### config.mk
export PLATFORM = sky130hd
export DESIGN_NAME = seq_restoring_div
export DESIGN_NICKNAME = d
export VERILOG_FILES = /design/src/rtl/seq_restoring_div.sv
export SDC_FILE = /design/constraint.sdc
export NUM_CORES = 1
export LEC_CHECK = 0
export ABC_AREA = 1
export BUFFER_PORTS_ARGS = -buffer_cell sky130_fd_sc_hd__buf_2
export CORE_MARGIN = 5
export CORE_UTILIZATION = 65
export CTS_BUF_LIST = sky130_fd_sc_hd__clkbuf_4 sky130_fd_sc_hd__clkbuf_8
export CTS_CLUSTER_DIAMETER = 30
export CTS_CLUSTER_SIZE = 24
export DETAILED_ROUTE_END_ITERATION = 16
export PLACE_DENSITY = 0.91
export SLEW_MARGIN = 10
export SYNTH_ARGS = -nofsm -noshare
export SYNTH_HDL_FRONTEND = slang
export SYNTH_SLANG_ARGS = --single-unit
### constraint.sdc
create_clock -name clk -period 4.2 [get_ports clk]
set_input_delay 0.84 -clock clk [delete_from_list [all_inputs] [get_ports clk]]
set_output_delay 0.84 -clock clk [all_outputs]
set_load 0.03 [all_outputs]
### src/rtl/seq_restoring_div.sv
// Multi-cycle restoring divider, one quotient bit per clock.
// Optional two's-complement mode, divide-by-zero and overflow flags.
module seq_restoring_div #(
   parameter int WIDTH     = 8,
   parameter bit SIGNED_EN = 1'b1
) (
   input  logic             clk,
   input  logic             rst,
   input  logic             start,
   input  logic             signed_mode,
   input  logic [WIDTH-1:0] dividend,
   input  logic [WIDTH-1:0] divisor,
   output logic             busy,
   output logic             done,
   output logic [WIDTH-1:0] quotient,
   output logic [WIDTH-1:0] remainder,
   output logic             div_by_zero,
   output logic             overflow
);

   localparam int CW = (WIDTH > 2) ? $clog2(WIDTH) : 1;

   typedef enum logic [1:0] {
      IDLE,
      RUN,
      FIX
   } state_t;

   state_t           state;
   logic [WIDTH-1:0] a;
   logic [WIDTH-1:0] q;
   logic [WIDTH:0]   m;
   logic [CW-1:0]    cnt;
   logic [WIDTH-1:0] raw;
   logic             sd;
   logic             sv;
   logic             dz;
   logic             ovf_p;

   logic             smode;
   logic             dd_neg;
   logic             dv_neg;
   logic [WIDTH-1:0] dd_mag;
   logic [WIDTH-1:0] dv_mag;
   logic [WIDTH-1:0] min_neg;
   logic [WIDTH:0]   shifted;
   logic [WIDTH:0]   diff;
   logic [WIDTH-1:0] q_fix;
   logic [WIDTH-1:0] r_fix;

   always_comb begin
      smode   = signed_mode & SIGNED_EN;
      dd_neg  = smode & dividend[WIDTH-1];
      dv_neg  = smode & divisor[WIDTH-1];
      dd_mag  = dd_neg ? (~dividend + 1'b1) : dividend;
      dv_mag  = dv_neg ? (~divisor + 1'b1) : divisor;
      min_neg = {1'b1, {(WIDTH-1){1'b0}}};
      shifted = {a, q[WIDTH-1]};
      diff    = shifted - m;
      q_fix   = (sd ^ sv) ? (~q + 1'b1) : q;
      r_fix   = sd ? (~a + 1'b1) : a;
   end

   always_ff @(posedge clk) begin
      if (rst) begin
         state       <= IDLE;
         busy        <= 1'b0;
         done        <= 1'b0;
         quotient    <= '0;
         remainder   <= '0;
         div_by_zero <= 1'b0;
         overflow    <= 1'b0;
         a           <= '0;
         q           <= '0;
         m           <= '0;
         cnt         <= '0;
         raw         <= '0;
         sd          <= 1'b0;
         sv          <= 1'b0;
         dz          <= 1'b0;
         ovf_p       <= 1'b0;
      end else begin
         done <= 1'b0;
         unique case (state)
            IDLE: begin
               if (start) begin
                  busy  <= 1'b1;
                  sd    <= dd_neg;
                  sv    <= dv_neg;
                  raw   <= dividend;
                  dz    <= (divisor == '0);
                  ovf_p <= smode && (dividend == min_neg) &&
                           (divisor == '1);
                  q     <= dd_mag;
                  m     <= {1'b0, dv_mag};
                  a     <= '0;
                  cnt   <= '0;
                  state <= (divisor == '0) ? FIX : RUN;
               end
            end
            RUN: begin
               // diff[WIDTH] set means the trial subtraction went negative
               if (diff[WIDTH]) begin
                  a <= shifted[WIDTH-1:0];
                  q <= {q[WIDTH-2:0], 1'b0};
               end else begin
                  a <= diff[WIDTH-1:0];
                  q <= {q[WIDTH-2:0], 1'b1};
               end
               cnt <= cnt + 1'b1;
               if (cnt == CW'(WIDTH-1)) begin
                  state <= FIX;
               end
            end
            FIX: begin
               done  <= 1'b1;
               busy  <= 1'b0;
               state <= IDLE;
               if (dz) begin
                  quotient    <= '1;
                  remainder   <= raw;
                  div_by_zero <= 1'b1;
                  overflow    <= 1'b0;
               end else begin
                  quotient    <= q_fix;
                  remainder   <= r_fix;
                  div_by_zero <= 1'b0;
                  overflow    <= ovf_p;
               end
            end
            default: state <= IDLE;
         endcase
      end
   end

endmodule
==> results.py, run 1 <==
metrics = {
    "pwr": {
        "power_density_nw_per_um2": 475,
        "total_power_mw": 1.87,
        "leakage_nw": 1.91,
        "max-vdd-ir-drop_uv": 361,
    },
    "cts": {
        "cts_buffer_depth": 2,
        "postCtsHoldBufs": 0,
        "cts_root_buf": "clkbuf_8",
        "cts_sinks": 61,
        "h-tree-depth": 3,
        "clk_pin_slew_ns": 0.07,
        "cts_setup_buffers": 0,
        "cts_resized": 0,
        "clk_latency_ns": 0.34,
        "cts_tree": "built",
        "numCtsBuffers": 9,
    },
    "synth": {
        "syn_area_um2": 3530,
        "synth_area_leader_cell": "dfxtp_1",
        "netlist_instances": 513,
        "yosysUniqueCellTypes": 41,
        "synth_area_per_cell_um2": 6.88,
        "synth-seq-cells": 61,
        "syn_nets": 549,
        "synthTopCellsByArea": "dfxtp_1 (35%), nand2_1 (13%), inv_1 (8.5%)",
        "ys_seq_area_share_pct": 34.6,
        "ys_warn_count": 0,
        "synth_top_area_share_pct": 34.6,
    },
    "floorplan": {
        "die_h_um": 83.7,
        "die_w_um": 83.7,
        "row_count": 26,
        "start_util_pct": 67.8,
        "io_pins": 40,
        "die_area_um2": 7010,
        "core_um2": 5200,
    },
    "sta": {
        "fin_crit_sh_pct": 50.6,
        "drv_slew": 0,
        "setup_ws_ns": 2.08,
        "finalClockSkew_ns": 0.0112,
        "fin_crit_ns": 2.12,
        "relSlewSlack_pct": 48.0,
        "finalHoldViolCount": 0,
        "worst_slew_pin_slew_ns": 0.777,
        "fmax_mhz": 471,
        "setup_viol": 0,
        "worst_hold_slack_ns": 0.464,
        "rsz0062_at_grt": "no",
        "final.setup.tns_ns": 0,
    },
    "routing": {
        "dr.pass1.iters": 5,
        "drc": 0,
        "routed_wl_um": 8800,
        "drtIter0Drc": 306,
        "wl_per_cell_um": 14.2,
        "vias": 3527,
        "ant_nets": 0,
        "vias_per_cell": 5.68,
    },
    "cells_and_area": {
        "final_layout_size_suffix_gt1_share_pct": 13.6,
        "final_nets": 583,
        "num-fill-cells": 405,
        "diodes": 0,
        "syn2layout_area_growth_pct": 11.7,
    },
    "worst_setup_path": {
        "cpPeakStageDelay_ns": 0.47,
        "path_buf_inv": 3,
        "endpoint_kind": "register",
        "crit_arrival_ns": 2.41,
        "worstSetupStartpointType": "input port",
        "critPathMaxFanout": 27,
        "slowest_stage": "nor2_4",
        "critical_path.top_delay_family": "simple AND/OR/NAND/NOR gates",
        "cp_cell_sequence": "buf_2, nand2_2, nor2_4, inv_2, nor2_1, nand3_1, o2111ai_1, nand2_1, inv_1",
        "critPathRequiredTime_ns": 4.49,
        "critPathKind": "input port to register",
    },
    "hold_path": {
        "hp-class": "register to register",
    },
    "grt": {
        "grt_max_degree": 37,
        "grt_use_total_pct": 25.9,
        "antenna_found_initial": 0,
        "grt_pass1_vias": 3280,
        "grt_pass1_wl_um": 14900,
        "overflow": 0,
    },
    "place": {
        "place_hpwl_um": 6380,
        "io_buffers": 39,
        "gp_congestion": 0.901,
        "post-place-ws_ns": 1.79,
    },
    "run_status": {
        "status": "complete, no violations",
    },
    "job": {
        "max-cap-violations": 0,
    },
}
-- cells in the final DEF, fill, tap and decap left out, types with 2 or more instances in the layout --
cell type  count
nand2_4        2
a22oi_1        2
buf_2         39
nand3b_1       4
a211oi_1       4
xnor2_1        3
o21ai_0       29
nor3_1         5
ha_1          15
nand2_2        4
dfxtp_1       61
nor2_1        29
nand2_1      124
o211ai_1       4
inv_1         80
nor2_2         2
xor2_1         6
a31oi_1       10
nand3_1       48
a21oi_1       35
o221ai_1       6
nor2_4         3
o22ai_1        2
nand4_1        3
clkbuf_8      10
inv_2          3
bufinv_16      2
-- cells in the mapped netlist (all sizes together) --
cell     instances
a31oi           10
o2111ai          1
clkbuf           6
o21ai           30
o22ai            2
a21oi           37
nand3           50
xor2             7
a211oi           4
xnor2            3
dfxtp           61
buf             10
nor3             5
a22oi            2
fa               1
o21a             1
ha              15
or2              3
o221ai           6
nand4            3
nand3b           4
o211ai           4
a221oi           1
inv             83
nand2          130
nor2            34
-- through the flow --
stage | util [%] | instances | area, um^2
after floorplan | - | 513 | 3530
after global placement | 71.6 | 606 | 3730
after detailed placement | 71.6 | 606 | 3730
after CTS | 75.8 | 621 | 3950
after global routing | 75.8 | 621 | 3950
final | 75.8 | 621 | 3950
-- report_power, final --
| part | switching [mW] | internal (mW) | leakage, nW |
|---|---|---|---|
| sequential | 0.0411 | 0.628 | 0.499 |
| combinational | 0.408 | 0.215 | 1.31 |
| clock | 0.228 | 0.353 | 0.109 |
| total | 0.677 | 1.20 | 1.91 |
-- metal layers --
metal  wire length [um]  track usage [%]
met1               3830             33.0
met2               4080             42.7
met3                673             4.84
met4                224             11.3
met5                  0                0
-- flip-flops by register name, summed over array words and instances (netlist names) --
register,cells
overflow,1
a,8
dz,1
raw,8
quotient,8
remainder,8
sd,1
state,2
m,8
div_by_zero,1
done,1
sv,1
cnt,3
busy,1
ovf_p,1
q,8
-- worst min-delay path: cells and delay by family (launching register included) --
| kind | cells | cell delay, ns |
|---|---|---|
| flops | 1 | 0.31 |
| simple gates | 1 | 0.06 |
| compound gates | 1 | 0.05 |
-- path summary, 6_finish.rpt --
check,start,to,slack [ns],depth (start not counted)
worst min register to register,overflow,overflow,0.46,2
worst min-delay path,overflow,overflow,0.46,2
worst max register to register,q[7],a[7],2.12,13
worst max-delay path,start,q[6],2.08,9
-- cells by family after synthesis --
kind of cell,after synthesis,synth area share (%)
compound gates,98,16.4
xor+xnor,10,2.69
fa+ha+maj,16,5.88
buf+inv,99,11.3
flops,61,34.6
simple gates,229,29.2
-- cell type report --
class	count	area [um^2]	share of cell area, %
Clock inverter	4	72.6	1.84
Clock buffer	11	145	3.68
Timing Repair Buffer	39	195	4.95
Sequential cell	61	1220	31.0
Multi-Input combinational cell	353	1910	48.5
Tap cell	70	87.6	2.22
Inverter	83	312	7.90
(Power assumes the default switching activity.)
==> run 2, diff against run 1 <==
Settings changed: CORE_UTILIZATION 65 to 61, PLACE_DENSITY 0.91 to 0.87.
Clock period 4.2 ns to 2.1 ns, I/O delays scaled along.
==> run 2 against run 1 <==
Clock skew up 0.0023 ns. Flip-flop and latch count unchanged. Non-clock buffer count up 7. Clock-buffer cell count down 2. Hold slack worse by 0.13 ns. Register-to-register slack worse by 2.0 ns. Largest cell class unchanged. Largest power group unchanged.
==> results.py, run 2 (synthesis gave the netlist of run 1 again) <==
metrics = {
    "sta": {
        "fin_crit_ns": 1.95,
        "setup_viol": 0,
        "finalHoldViolCount": 0,
        "worst_slew_pin_slew_ns": 0.493,
        "fmax_mhz": 513,
        "finalClockSkew_ns": 0.0135,
        "fin_crit_sh_pct": 92.9,
        "worst_hold_slack_ns": 0.330,
        "rsz0062_at_grt": "no",
        "relSlewSlack_pct": 66.9,
        "drv_slew": 0,
        "final.setup.tns_ns": 0,
    },
    "routing": {
        "ant_nets": 0,
        "dr.pass1.iters": 4,
        "drc": 0,
        "vias": 3553,
        "wl_per_cell_um": 13.9,
        "routed_wl_um": 8750,
        "drtIter0Drc": 298,
        "vias_per_cell": 5.63,
    },
    "pwr": {
        "total_power_mw": 3.54,
        "max-vdd-ir-drop_uv": 438,
        "power_density_nw_per_um2": 895,
        "leakage_nw": 1.93,
    },
    "cells_and_area": {
        "fin_cells": 631,
        "num-fill-cells": 461,
        "seqCellArea_um2": 1220,
        "final_cell_mix": "nand2_1 (124), inv_1 (80), dfxtp_1 (61)",
        "multi_input_area_um2": 1910,
        "final_nets": 590,
        "layout_commonest_cell": "nand2_1",
        "diodes": 0,
        "design_area_um2": 3960,
        "final_layout_size_suffix_gt1_share_pct": 15.0,
        "syn2layout_area_growth_pct": 12.1,
    },
    "floorplan": {
        "die_h_um": 86.1,
        "start_util_pct": 63.3,
        "core_um2": 5570,
        "io_pins": 40,
        "row_count": 27,
        "die_w_um": 86.1,
        "die_area_um2": 7410,
    },
    "worst_setup_path": {
        "cpPeakStageDelay_ns": 0.35,
        "crit_arrival_ns": 2.22,
        "cp_cell_sequence": "inv_1, ha_1, inv_1, fa_2, nand2_1, nand2_2, nand3_2, nand2_2, nand2_4, nand2_4, nand2_1, nand3_1, a21oi_1",
        "critPathKind": "register to register",
        "critPathMaxFanout": 9,
        "critical_path.top_delay_family": "simple AND/OR/NAND/NOR gates",
        "endpoint_kind": "register",
        "path_buf_inv": 2,
        "worstSetupStartpointType": "register",
        "slowest_stage": "fa_2",
        "critPathRequiredTime_ns": 2.37,
    },
    "place": {
        "dp.cells": 615,
        "io_buffers": 39,
        "gp_congestion": 0.897,
        "dpl_cell_area_um2": 3780,
        "place_hpwl_um": 6590,
    },
    "job": {
        "max-cap-violations": 0,
    },
    "grt": {
        "overflow": 0,
        "grt_max_degree": 36,
        "grt_pass1_wl_um": 14800,
        "grt_use_total_pct": 25.1,
        "antenna_found_initial": 0,
        "grt_pass1_vias": 3291,
    },
    "cts": {
        "clk_latency_ns": 0.35,
        "cts_tree": "built",
        "clk_pin_slew_ns": 0.08,
        "cts_buffer_depth": 2,
        "h-tree-depth": 3,
        "cts_sinks": 61,
        "numCtsBuffers": 9,
        "cts_root_buf": "clkbuf_8",
    },
    "run_status": {
        "status": "complete, no violations",
    },
    "hold_path": {
        "hp-class": "input port to register",
    },
}
[run 2: timing repair]
item | CTS | global route
setup endpoints to repair | 0 | 7
gates resized for setup | 0 | 1
setup buffers | 0 | 0
hold buffers | 0 | 0
[run 2: worst min-delay path, cell delays in order]
cell and delay [ns]:
buf_2 0.11, nand2_1 0.06, a21oi_1 0.05
[run 2: worst paths after layout]
check | endpoint | depth (start not counted) | start | slack [ns]
setup reg to reg | a[6] | 13 | q[7] | 0.15
hold reg to reg | raw[1] | 2 | raw[1] | 0.46
setup / recovery | a[6] | 13 | q[7] | 0.15
hold / removal | state[1] | 3 | start | 0.33
[run 2: cell type report]
| cell class | instances | share of cell area (%) |
|---|---|---|
| tap | 72 | 2.28 |
| inverter | 83 | 7.87 |
| clock buffer | 9 | 3.13 |
| sequential | 61 | 30.8 |
| timing repair buffer | 46 | 6.26 |
| clock inverter | 7 | 1.26 |
| multi-input combinational | 353 | 48.4 |
[run 2: power by group]
part           switching, mW  internal [mW]  total, mW  leakage [nW]
Clock                  0.510          0.433      0.943        0.0937
Combinational          0.822          0.441       1.26          1.34
Sequential            0.0806           1.26       1.34         0.499
Total                   1.41           2.13       3.54          1.93
[run 2: layer usage]
layer  global-route usage, %  wire, um
met1                    31.4      3820
met2                    41.8      4060
met3                    4.71       607
met4                    11.2       258
met5                       0         0
[run 2: stage by stage]
| stage | setup WS [ns] | utilization (%) |
|---|---|---|
| 2_1_floorplan | 0.314 | - |
| 3_3_place_gp | 0.217 | 67.9 |
| 3_5_place_dp | 0.157 | 67.9 |
| 4_1_cts | 0.106 | 71.0 |
| 5_1_grt | 0.00727 | 71.0 |
| 6_report | 0.150 | 71.0 |
